## src/rtl/uart_pkg.sv

```systemverilog
// Shared UART definitions: parity modes, rx state encoding, timing helpers.
package uart_pkg;

  localparam int unsigned PAR_NONE = 0;
  localparam int unsigned PAR_ODD  = 1;
  localparam int unsigned PAR_EVEN = 2;

  typedef enum logic [2:0] {
    RX_IDLE  = 3'd0,
    RX_START = 3'd1,
    RX_DATA  = 3'd2,
    RX_CHECK = 3'd3,
    RX_STOP  = 3'd4
  } rx_state_e;

  // Bits needed to hold values 0..v-1 (at least 1 bit).
  function automatic int unsigned clog2(input int unsigned v);
    int unsigned r;
    r = 0;
    for (int i = 0; i < 32; i++) begin
      if ((64'd1 << i) < 64'(v)) r = i + 1;
    end
    if (r == 0) r = 1;
    return r;
  endfunction

  // System clocks per serial bit.
  function automatic int unsigned baud_div(input int unsigned clk_hz, input int unsigned baud);
    return clk_hz / baud;
  endfunction

endpackage

```

## src/rtl/uart_rx_baud_cnt.sv

```systemverilog
// Bit-period counter: counts 0..P_DIV-1, flags the half-period and full-period points.
module uart_rx_baud_cnt
  import uart_pkg::*;
#(
  parameter int unsigned P_DIV = 16
) (
  input  logic clk_i,
  input  logic rst_ni,
  input  logic restart_i,
  output logic mid_o,
  output logic half_o
);

  localparam int unsigned   CW   = clog2(P_DIV);
  localparam logic [CW-1:0] LAST = CW'(P_DIV - 1);
  localparam logic [CW-1:0] HALF = CW'(P_DIV / 2 - 1);

  logic [CW-1:0] cnt_q, cnt_d;

  // Wrap at the end of a bit period; restart aligns the count to a new state.
  always_comb begin
    cnt_d = cnt_q + 1'b1;
    if (restart_i || (cnt_q == LAST)) cnt_d = '0;
  end

  // Counter register.
  always_ff @(posedge clk_i or negedge rst_ni) begin
    if (!rst_ni) cnt_q <= '0;
    else         cnt_q <= cnt_d;
  end

  assign mid_o  = (cnt_q == LAST);
  assign half_o = (cnt_q == HALF);

endmodule

```

## src/rtl/uart_rx.sv

```systemverilog
// UART receiver: synchronizes the line, samples each bit mid-period, and
// presents the word with parity/framing status on a one-cycle valid pulse.
module uart_rx
  import uart_pkg::*;
#(
  parameter int unsigned P_SYSTEM_CLK      = 50_000_000,
  parameter int unsigned P_UART_BURD_RATE  = 9600,
  parameter int unsigned P_UART_DATA_WIDTH = 8,
  parameter int unsigned P_UART_CHECK_ON   = 1,
  parameter int unsigned P_UART_STOP_WIDTH = 1
) (
  input  logic                         i_clk,
  input  logic                         i_rst,
  input  logic                         i_uart_rx,
  output logic                         o_user_rx_valid,
  output logic [P_UART_DATA_WIDTH-1:0] o_user_rx_data,
  output logic                         o_user_rx_check_err,
  output logic                         o_user_rx_frame_err
);

  localparam int unsigned   D         = baud_div(P_SYSTEM_CLK, P_UART_BURD_RATE);
  localparam int unsigned   W         = P_UART_DATA_WIDTH;
  localparam int unsigned   BW        = clog2(W + 1);
  localparam bit            HAS_PAR   = (P_UART_CHECK_ON != PAR_NONE);
  localparam logic [BW-1:0] DATA_LAST = BW'(W - 1);
  localparam logic [BW-1:0] STOP_LAST = BW'(P_UART_STOP_WIDTH - 1);

  logic sync1_q, sync2_q, prev_q;
  logic fall;
  logic mid, half, mid_evt, restart;

  rx_state_e     state_q, state_d;
  logic [BW-1:0] bit_q, bit_d;
  logic [W-1:0]  shift_q, shift_d;
  logic          par_q, par_d;
  logic          cerr_q, cerr_d;
  logic          ferr_q, ferr_d;
  logic          valid_d;

  logic          valid_q;
  logic [W-1:0]  data_q;
  logic          cerr_out_q, ferr_out_q;

  // Two-flop synchronizer plus a history flop for start-edge detection; idles high.
  always_ff @(posedge i_clk or negedge i_rst) begin
    if (!i_rst) begin
      sync1_q <= 1'b1;
      sync2_q <= 1'b1;
      prev_q  <= 1'b1;
    end else begin
      sync1_q <= i_uart_rx;
      sync2_q <= sync1_q;
      prev_q  <= sync2_q;
    end
  end

  assign fall = prev_q & ~sync2_q;

  uart_rx_baud_cnt #(.P_DIV(D)) u_baud (
    .clk_i     (i_clk),
    .rst_ni    (i_rst),
    .restart_i (restart),
    .mid_o     (mid),
    .half_o    (half)
  );

  // The start bit is checked half a period in; everything after lands a full period later.
  assign mid_evt = (state_q == RX_START) ? half : mid;
  assign restart = (state_d != state_q);

  // Frame FSM next-state and datapath.
  always_comb begin
    state_d = state_q;
    bit_d   = bit_q;
    shift_d = shift_q;
    par_d   = par_q;
    cerr_d  = cerr_q;
    ferr_d  = ferr_q;
    valid_d = 1'b0;
    unique case (state_q)
      RX_IDLE: begin
        if (fall) begin
          state_d = RX_START;
          bit_d   = '0;
          par_d   = 1'b0;
          cerr_d  = 1'b0;
          ferr_d  = 1'b0;
        end
      end
      RX_START: begin
        if (mid_evt) state_d = sync2_q ? RX_IDLE : RX_DATA;
      end
      RX_DATA: begin
        if (mid_evt) begin
          shift_d = {sync2_q, shift_q[W-1:1]};
          par_d   = par_q ^ sync2_q;
          if (bit_q == DATA_LAST) begin
            bit_d   = '0;
            state_d = HAS_PAR ? RX_CHECK : RX_STOP;
          end else begin
            bit_d = bit_q + 1'b1;
          end
        end
      end
      RX_CHECK: begin
        if (mid_evt) begin
          cerr_d  = (P_UART_CHECK_ON == PAR_ODD) ? ~(par_q ^ sync2_q) : (par_q ^ sync2_q);
          state_d = RX_STOP;
        end
      end
      RX_STOP: begin
        if (mid_evt) begin
          ferr_d = ferr_q | ~sync2_q;
          if (bit_q == STOP_LAST) begin
            // Back to IDLE right away so a start edge in the rest of this stop bit is caught.
            state_d = RX_IDLE;
            bit_d   = '0;
            valid_d = 1'b1;
          end else begin
            bit_d = bit_q + 1'b1;
          end
        end
      end
      default: state_d = RX_IDLE;
    endcase
  end

  // FSM and datapath registers.
  always_ff @(posedge i_clk or negedge i_rst) begin
    if (!i_rst) begin
      state_q <= RX_IDLE;
      bit_q   <= '0;
      shift_q <= '0;
      par_q   <= 1'b0;
      cerr_q  <= 1'b0;
      ferr_q  <= 1'b0;
    end else begin
      state_q <= state_d;
      bit_q   <= bit_d;
      shift_q <= shift_d;
      par_q   <= par_d;
      cerr_q  <= cerr_d;
      ferr_q  <= ferr_d;
    end
  end

  // Output registers: valid pulses once, word and status hold until the next frame.
  always_ff @(posedge i_clk or negedge i_rst) begin
    if (!i_rst) begin
      valid_q    <= 1'b0;
      data_q     <= '0;
      cerr_out_q <= 1'b0;
      ferr_out_q <= 1'b0;
    end else begin
      valid_q <= valid_d;
      if (valid_d) begin
        data_q     <= shift_q;
        cerr_out_q <= HAS_PAR ? cerr_d : 1'b0;
        ferr_out_q <= ferr_d;
      end
    end
  end

  assign o_user_rx_valid     = valid_q;
  assign o_user_rx_data      = data_q;
  assign o_user_rx_check_err = cerr_out_q;
  assign o_user_rx_frame_err = ferr_out_q;

endmodule

```

## config.mk

```make
export PLATFORM = sky130hd
export DESIGN_NAME = uart_rx
export DESIGN_NICKNAME = d
export VERILOG_FILES = /design/src/rtl/uart_pkg.sv /design/src/rtl/uart_rx_baud_cnt.sv /design/src/rtl/uart_rx.sv
export SDC_FILE = /design/constraint.sdc
export NUM_CORES = 1
export LEC_CHECK = 0
export CORE_UTILIZATION = 50
export CTS_CLUSTER_SIZE = 14
export DETAILED_ROUTE_END_ITERATION = 6
export PLACE_DENSITY_LB_ADDON = 0.1
export SYNTH_ARGS = -nofsm -noshare
export SYNTH_HDL_FRONTEND = slang
export SYNTH_HIERARCHICAL = 1
export SYNTH_SLANG_ARGS = --single-unit
```

## constraint.sdc

```tcl
create_clock -name i_clk -period 3.82 [get_ports i_clk]
set_clock_uncertainty 0.1 [all_clocks]
set_input_delay 0.764 -clock i_clk [delete_from_list [all_inputs] [get_ports i_clk]]
set_output_delay 0.764 -clock i_clk [all_outputs]
set_load 0.01 [all_outputs]
```

==> results of run 1 <==
==> cell type report <==
type                    count  area, µm²  area share (%)
well taps                  50       62.6            2.61
repair buffers             14        133            5.53
clock inverters             1       7.51           0.313
inverters                  10       37.5            1.57
multi-input cells         128        951            39.7
flip-flops and latches     45       1130            47.1
clock buffers               7       76.3            3.18
==> worst register-to-register path, cell delays in order, from the launching register on <==
cell,delay (ns)
dfrtp_1,0.40
ha_1,0.22
or3b_2,0.51
nor4_1,0.26
buf_4,0.19
inv_1,0.08
or4_4,0.64
inv_1,0.13
mux2_2,0.33
==> logic make-up after synthesis <==
| family | synth area share, % |
|---|---|
| adder cells (fa/ha/maj) | 1.74 |
| XOR/XNOR | 1.63 |
| buffers and inverters | 3.37 |
| AO/OA/AOI/OAI | 11.8 |
| multiplexers | 10.8 |
| AND/OR/NAND/NOR | 18.2 |
| flip-flops | 52.5 |
==> routing by layer <==
layer	vias up	global-route usage [%]	routed length [µm]
li1	716	-	-
met1	734	28.9	1920
met2	30	28.1	1790
met3	7	3.55	125
met4	0	9.57	64
met5	-	0	0
==> worst paths after layout <==
path | from | end | slack (ns) | cells past startpoint
max in group asynchronous | i_rst | state_q[1] | 2.48 | 1
hold / removal | sync1_q | sync2_q | 0.27 | 0
min in group asynchronous | i_rst | u_baud/cnt_q[11] | 0.52 | 1
hold reg to reg | sync1_q | sync2_q | 0.27 | 0
setup / recovery | u_baud/cnt_q[0] | o_user_rx_check_err | 0.86 | 8
setup reg to reg | u_baud/cnt_q[0] | o_user_rx_check_err | 0.86 | 8
==> per-stage QoR <==
step / hold WS, ns / std cells / area (µm²)
after global routing: 0.276 / 255 / 2400
after global placement: 0.254 / 247 / 2310
after CTS: 0.266 / 255 / 2400
final: 0.266 / 255 / 2400
after detailed placement: 0.263 / 247 / 2310
after floorplan: 0.245 / 188 / 2150
==> state kept, by name, indices dropped and copies added, names as in the netlist, 3 cells and up <==
register        flops
u_baud/cnt_q       13
o_user_rx_data      8
shift_q             8
bit_q               4
state_q             3
==> synthesized netlist by cell type (4+ instances only) <==
cell and number:
nand2b_1 4, a21oi_1 12, nand3b_1 4, dfrtp_1 42, nor2_1 13, mux2_4 6, o21ai_0 8, o31ai_1 5
nand3_1 5, mux2_2 10, nand2_1 13, inv_1 10
==> power breakdown <==
| part | internal, mW | total, mW | leakage (nW) | switching [mW] |
|---|---|---|---|---|
| logic | 0.0412 | 0.101 | 0.401 | 0.0601 |
| registers | 0.506 | 0.546 | 0.608 | 0.0399 |
| clock network | 0.130 | 0.289 | 0.0385 | 0.159 |
| total | 0.677 | 0.936 | 1.05 | 0.259 |
==> placed cells by master, fill, tap and decap left out, drive strengths merged, types with 4 or more instances in the layout <==
master,n
inv,10
or4,5
o31ai,5
nand2b,4
mux2,16
clkbuf,7
o21ai,8
nand3b,4
nand3,5
dfrtp,42
nand2,13
or3,4
nor2,13
clkdlybuf4s50,12
a21oi,12
==> report_table.html, run 1 <==
<table>
<tr><th>Metric</th><th>Value</th></tr>
<tr><th colspan="2">Worst setup path</th></tr>
<tr><td>Setup Crit Path Kind</td><td>flip-flop to flip-flop</td></tr>
<tr><td>Sum of buffers and inverters on the critical path</td><td>3</td></tr>
<tr><td>Family of cells with the greatest summed delay on the critical path</td><td>simple AND/OR/NAND/NOR gates</td></tr>
<tr><td>Library cell appearing most often on the critical path</td><td>inv_1</td></tr>
<tr><td>Arrival time of the worst setup path</td><td>3.06 ns</td></tr>
<tr><td>Startpoint types</td><td>flip-flop</td></tr>
<tr><td>Critical-path cell with the highest stage delay</td><td>or4_4</td></tr>
<tr><td>CP Max Fanout</td><td>12</td></tr>
<tr><td>Critical Path Max Stage Delay</td><td>0.64 ns</td></tr>
<tr><td>Data required, critical path</td><td>3.91 ns</td></tr>
<tr><td>CP Capture Type</td><td>flip-flop</td></tr>
<tr><td>Cell-by-cell trace of the critical path</td><td>ha_1, or3b_2, nor4_1, buf_4, inv_1, or4_4, inv_1, mux2_2</td></tr>
<tr><th colspan="2">Timing</th></tr>
<tr><td>Number of hold-slack violations in the final timing report</td><td>0</td></tr>
<tr><td>Setup TNS</td><td>0 ns</td></tr>
<tr><td>Tcrit/Tclk final</td><td>77.6%</td></tr>
<tr><td>Tmin final</td><td>2.96 ns</td></tr>
<tr><td>Least setup slack across all paths after layout</td><td>0.855 ns</td></tr>
<tr><td>RSZ-0062 raised after global routing</td><td>no</td></tr>
<tr><td>Max Clk Rate</td><td>0.337 GHz</td></tr>
<tr><td>Headroom to the max-slew limit</td><td>33.9%</td></tr>
<tr><td>Worst-Margin Slew</td><td>0.991 ns</td></tr>
<tr><td>Slew Limit Fails</td><td>0</td></tr>
<tr><td>Number of failing setup endpoints in the final timing report</td><td>0</td></tr>
<tr><th colspan="2">Power</th></tr>
<tr><td>Reported leakage power</td><td>1.05 nW</td></tr>
<tr><td>Total Power Consumption</td><td>0.936 mW</td></tr>
<tr><td>Power density relative to cell area</td><td>391 nW/µm²</td></tr>
<tr><td>Worst-case vdd ir drop</td><td>247 µV</td></tr>
<tr><th colspan="2">Floorplanning</th></tr>
<tr><td>Starting Density</td><td>53.1%</td></tr>
<tr><td>Floorplan Core Area</td><td>4060 µm²</td></tr>
<tr><td>DIE WIDTH</td><td>67.6 µm</td></tr>
<tr><td>Number of top-level design ports</td><td>14</td></tr>
<tr><td>Die area</td><td>4570 µm²</td></tr>
<tr><td>Floorplan die height</td><td>67.6 µm</td></tr>
<tr><td># rows</td><td>23</td></tr>
<tr><th colspan="2">Synthesis</th></tr>
<tr><td>Top cell type's share of synthesized area</td><td>48.8%</td></tr>
<tr><td>Cell accounting for the most synthesized area</td><td>dfrtp_1</td></tr>
<tr><td>Netlist cell types</td><td>47</td></tr>
<tr><td>Leading cell types by total area after synthesis</td><td>dfrtp_1, mux2_2, mux2_4</td></tr>
<tr><td>Number of synthesized flops with an enable pin</td><td>0</td></tr>
<tr><td>Register bit count reported by yosys</td><td>45</td></tr>
<tr><td>Fraction of registers with async set or reset after synthesis</td><td>100%</td></tr>
<tr><td>Synthesized netlist net count</td><td>194</td></tr>
<tr><td>Netlist Area Pre-Place</td><td>2150 µm²</td></tr>
<tr><td>Count of warnings emitted by yosys</td><td>6</td></tr>
<tr><td>Most frequently used flop master after synthesis</td><td>dfrtp_1</td></tr>
<tr><td>Cells after synthesis</td><td>188</td></tr>
<tr><td>Proportion of synthesized chip area in sequential cells</td><td>52.5%</td></tr>
<tr><td>Mean instance size in the synthesized netlist</td><td>11.5 µm²</td></tr>
<tr><th colspan="2">Drt</th></tr>
<tr><td>Drt via density</td><td>5.83</td></tr>
<tr><td>Post-DR wirelength/cell</td><td>15.3 µm</td></tr>
<tr><td>Post-DRT Antenna Nets</td><td>0</td></tr>
<tr><td>Final routed wirelength across all metal layers</td><td>3900 µm</td></tr>
<tr><td>Routed via count</td><td>1,487</td></tr>
<tr><td>Count of unresolved DRC violations after routing</td><td>0</td></tr>
<tr><td>Initial DRC count</td><td>119</td></tr>
<tr><td>Number of optimization iterations in the first detailed-route pass</td><td>4</td></tr>
<tr><th colspan="2">Finish</th></tr>
<tr><td>Count of inserted antenna diode cells</td><td>0</td></tr>
<tr><td>Net count reported at finish</td><td>210</td></tr>
<tr><td>Final core area utilization</td><td>59.1%</td></tr>
<tr><td>Fraction of final layout cells sized beyond drive strength 1</td><td>19.0%</td></tr>
<tr><td>Fill cell count</td><td>338</td></tr>
<tr><td>Layout Area Growth over Synthesis</td><td>11.3%</td></tr>
<tr><th colspan="2">Placed design</th></tr>
<tr><td>Detailed Place HPWL</td><td>2690 µm</td></tr>
<tr><td>Final RePlAce weighted congestion</td><td>0.780</td></tr>
<tr><td>Pre-CTS setup slack</td><td>0.853 ns</td></tr>
<tr><td>IO Port Bufs</td><td>13</td></tr>
<tr><th colspan="2">Clocking</th></tr>
<tr><td>Root Driver</td><td>clkbuf_8</td></tr>
<tr><td>Number of cells upsized or downsized after cts</td><td>0</td></tr>
<tr><td>Total CTS buffers</td><td>5</td></tr>
<tr><td>Clock insertion delay at the later pin of the skew report</td><td>0.30 ns</td></tr>
<tr><td>Clock sink count</td><td>45</td></tr>
<tr><td>Number of buffers inserted for hold repair after clock tree synthesis</td><td>0</td></tr>
<tr><td>Total number of H-tree levels</td><td>2</td></tr>
<tr><td>Clock transition at the register clock pins on the worst setup and hold paths after CTS</td><td>0.08 ns</td></tr>
<tr><td>Setup bufs post-CTS</td><td>0</td></tr>
<tr><td>Maximum buffer depth of the clock tree</td><td>2</td></tr>
<tr><td>CTS tree</td><td>yes</td></tr>
<tr><th colspan="2">GRT</th></tr>
<tr><td>GRT overflow</td><td>0</td></tr>
<tr><td>Initial antenna violation count</td><td>0</td></tr>
<tr><td>Global-route wire length before repair</td><td>6600 µm</td></tr>
<tr><td>Largest net degree at the start of global routing</td><td>46</td></tr>
<tr><td>Number of global-route vias before repair</td><td>1,329</td></tr>
<tr><td>Global router's overall resource usage</td><td>19.8%</td></tr>
<tr><th colspan="2">Run</th></tr>
<tr><td>Max Cap Viol</td><td>0</td></tr>
<tr><th colspan="2">Worst hold path</th></tr>
<tr><td>HP Class</td><td>flip-flop to flip-flop</td></tr>
<tr><th colspan="2">Run status</th></tr>
<tr><td>Result of the run</td><td>complete, no violations</td></tr>
</table>
(Power assumes the default switching activity.)
==> run 2, diff against run 1 <==
Clock period 3.82 ns to 3 ns, I/O delays scaled along.
==> report_table.html, run 2 (same netlist as run 1, synthesis figures left out) <==
<table>
<tr><th>Metric</th><th>Value</th></tr>
<tr><th colspan="2">Worst setup path</th></tr>
<tr><td>Arrival time of the worst setup path</td><td>2.91 ns</td></tr>
<tr><td>Data required, critical path</td><td>3.09 ns</td></tr>
<tr><td>Sum of buffers and inverters on the critical path</td><td>2</td></tr>
<tr><td>CP Capture Type</td><td>flip-flop</td></tr>
<tr><td>CP Max Fanout</td><td>12</td></tr>
<tr><td>Setup Crit Path Kind</td><td>flip-flop to flip-flop</td></tr>
<tr><td>Critical-path cell with the highest stage delay</td><td>or4_4</td></tr>
<tr><td>Library cell appearing most often on the critical path</td><td>inv_1</td></tr>
<tr><td>Critical Path Max Stage Delay</td><td>0.61 ns</td></tr>
<tr><td>Family of cells with the greatest summed delay on the critical path</td><td>simple AND/OR/NAND/NOR gates</td></tr>
<tr><td>Startpoint types</td><td>flip-flop</td></tr>
<tr><td>Cell-by-cell trace of the critical path</td><td>ha_1, or3b_2, nor4_2, inv_1, or4_4, inv_1, mux2_2</td></tr>
<tr><th colspan="2">GRT</th></tr>
<tr><td>Number of global-route vias before repair</td><td>1,444</td></tr>
<tr><td>Global-route wire length before repair</td><td>6420 µm</td></tr>
<tr><td>Largest net degree at the start of global routing</td><td>46</td></tr>
<tr><td>Initial antenna violation count</td><td>0</td></tr>
<tr><td>GRT overflow</td><td>0</td></tr>
<tr><td>Global router's overall resource usage</td><td>18.9%</td></tr>
<tr><th colspan="2">Clocking</th></tr>
<tr><td>Total number of H-tree levels</td><td>2</td></tr>
<tr><td>Maximum buffer depth of the clock tree</td><td>2</td></tr>
<tr><td>Root Driver</td><td>clkbuf_8</td></tr>
<tr><td>Total CTS buffers</td><td>5</td></tr>
<tr><td>Number of cells upsized or downsized after cts</td><td>0</td></tr>
<tr><td>CTS tree</td><td>yes</td></tr>
<tr><td>Setup bufs post-CTS</td><td>0</td></tr>
<tr><td>Clock sink count</td><td>45</td></tr>
<tr><td>Number of buffers inserted for hold repair after clock tree synthesis</td><td>0</td></tr>
<tr><td>Clock insertion delay at the later pin of the skew report</td><td>0.30 ns</td></tr>
<tr><td>Clock transition at the register clock pins on the worst setup and hold paths after CTS</td><td>0.09 ns</td></tr>
<tr><th colspan="2">Floorplanning</th></tr>
<tr><td>Starting Density</td><td>53.1%</td></tr>
<tr><td>Number of top-level design ports</td><td>14</td></tr>
<tr><td>Floorplan Core Area</td><td>4060 µm²</td></tr>
<tr><td># rows</td><td>23</td></tr>
<tr><td>Floorplan die height</td><td>67.6 µm</td></tr>
<tr><td>Die area</td><td>4570 µm²</td></tr>
<tr><td>DIE WIDTH</td><td>67.6 µm</td></tr>
<tr><th colspan="2">Timing</th></tr>
<tr><td>RSZ-0062 raised after global routing</td><td>no</td></tr>
<tr><td>Max Clk Rate</td><td>0.355 GHz</td></tr>
<tr><td>Tcrit/Tclk final</td><td>94.0%</td></tr>
<tr><td>Worst-Margin Slew</td><td>0.960 ns</td></tr>
<tr><td>Number of hold-slack violations in the final timing report</td><td>0</td></tr>
<tr><td>Number of failing setup endpoints in the final timing report</td><td>0</td></tr>
<tr><td>Headroom to the max-slew limit</td><td>36.0%</td></tr>
<tr><td>Setup TNS</td><td>0 ns</td></tr>
<tr><td>Tmin final</td><td>2.82 ns</td></tr>
<tr><td>Slew Limit Fails</td><td>0</td></tr>
<tr><th colspan="2">Finish</th></tr>
<tr><td>Final core area utilization</td><td>59.7%</td></tr>
<tr><td>Net count reported at finish</td><td>211</td></tr>
<tr><td>Flip-flop count of the largest register, all copies and words added</td><td>13</td></tr>
<tr><td>Most frequent cells in the layout</td><td>dfrtp_1, nor2_1, nand2_1</td></tr>
<tr><td>Commonest non-fill, non-tap cell in the layout</td><td>dfrtp_1</td></tr>
<tr><td>Count of inserted antenna diode cells</td><td>0</td></tr>
<tr><td>Layout Area Growth over Synthesis</td><td>12.4%</td></tr>
<tr><td>Fraction of final layout cells sized beyond drive strength 1</td><td>20.9%</td></tr>
<tr><td>Register name with the most flops</td><td>u_baud/cnt_q</td></tr>
<tr><td>Fill cell count</td><td>316</td></tr>
<tr><td>Register area</td><td>1130 µm²</td></tr>
<tr><td>Area of combinational cells with multiple inputs</td><td>957 µm²</td></tr>
<tr><th colspan="2">Drt</th></tr>
<tr><td>Drt via density</td><td>5.93</td></tr>
<tr><td>Post-DRT Antenna Nets</td><td>0</td></tr>
<tr><td>Post-DR wirelength/cell</td><td>14.5 µm</td></tr>
<tr><td>Initial DRC count</td><td>86</td></tr>
<tr><td>Routed via count</td><td>1,517</td></tr>
<tr><td>Count of unresolved DRC violations after routing</td><td>0</td></tr>
<tr><td>Final routed wirelength across all metal layers</td><td>3710 µm</td></tr>
<tr><td>Number of optimization iterations in the first detailed-route pass</td><td>4</td></tr>
<tr><th colspan="2">Power</th></tr>
<tr><td>Reported leakage power</td><td>1.06 nW</td></tr>
<tr><td>Worst-case vdd ir drop</td><td>414 µV</td></tr>
<tr><td>Power density relative to cell area</td><td>500 nW/µm²</td></tr>
<tr><th colspan="2">Placed design</th></tr>
<tr><td>IO Port Bufs</td><td>13</td></tr>
<tr><td>Detailed Place HPWL</td><td>2570 µm</td></tr>
<tr><td>Final RePlAce weighted congestion</td><td>0.792</td></tr>
<tr><th colspan="2">Run status</th></tr>
<tr><td>Result of the run</td><td>complete, no violations</td></tr>
<tr><th colspan="2">Worst hold path</th></tr>
<tr><td>HP Class</td><td>flip-flop to flip-flop</td></tr>
<tr><th colspan="2">Run</th></tr>
<tr><td>Max Cap Viol</td><td>0</td></tr>
</table>
[run 2: cell types whose count changed in the layout (fill, tap and decap cells not counted)]
| cell | delta |
|---|---|
| nor4_2 | +1 |
| buf_4 | +1 |
| clkinv_4 | +1 |
| nor4_1 | -1 |
| clkbuf_1 | -2 |
| inv_6 | +1 |
[run 2: final timing paths]
kind / startpoint / endpoint / slack (ns) / cells after the start
setup / recovery: u_baud/cnt_q[0] / o_user_rx_check_err / 0.18 / 7
hold / removal: sync1_q / sync2_q / 0.26 / 0
setup reg to reg: u_baud/cnt_q[0] / o_user_rx_check_err / 0.18 / 7
hold reg to reg: sync1_q / sync2_q / 0.26 / 0
max in group asynchronous: i_rst / u_baud/cnt_q[0] / 1.85 / 1
min in group asynchronous: i_rst / par_q / 0.35 / 1
[run 2: report_power, final]
part           internal [mW]  switching, mW
combinational         0.0533         0.0749
clock                  0.168          0.219
sequential             0.644         0.0523
[run 2: stage by stage]
stage | setup WS (ns) | hold WS [ns] | std cells | instance area [µm²] | power, mW
6_report | 0.181 | 0.258 | 256 | 2420 | 1.21
5_1_grt | 0.0165 | 0.261 | 256 | 2420 | 1.28
4_1_cts | 0.114 | 0.259 | 256 | 2420 | 1.22
3_5_place_dp | 0.125 | 0.247 | 248 | 2330 | 0.837
3_3_place_gp | 0.198 | 0.246 | 248 | 2330 | 0.827
2_1_floorplan | 0.116 | 0.204 | 188 | 2160 | 0.799
[run 2: layout make-up]
cell class	instances	share of cell area, %
clock buffers	5	2.84
multi-input cells	128	39.5
well taps	50	2.58
flip-flops and latches	45	46.7
inverters	10	1.55
repair buffers	15	5.79
clock inverters	3	1.03
[run 2: per-layer routing]
layer  global-route usage, %  up-vias  routed length [µm]
li1                        -      720                   -
met1                    24.4      765                1700
met2                    30.3       27                1850
met3                    4.22        5                 104
met4                    7.98        0                  55
met5                       0        -                   0
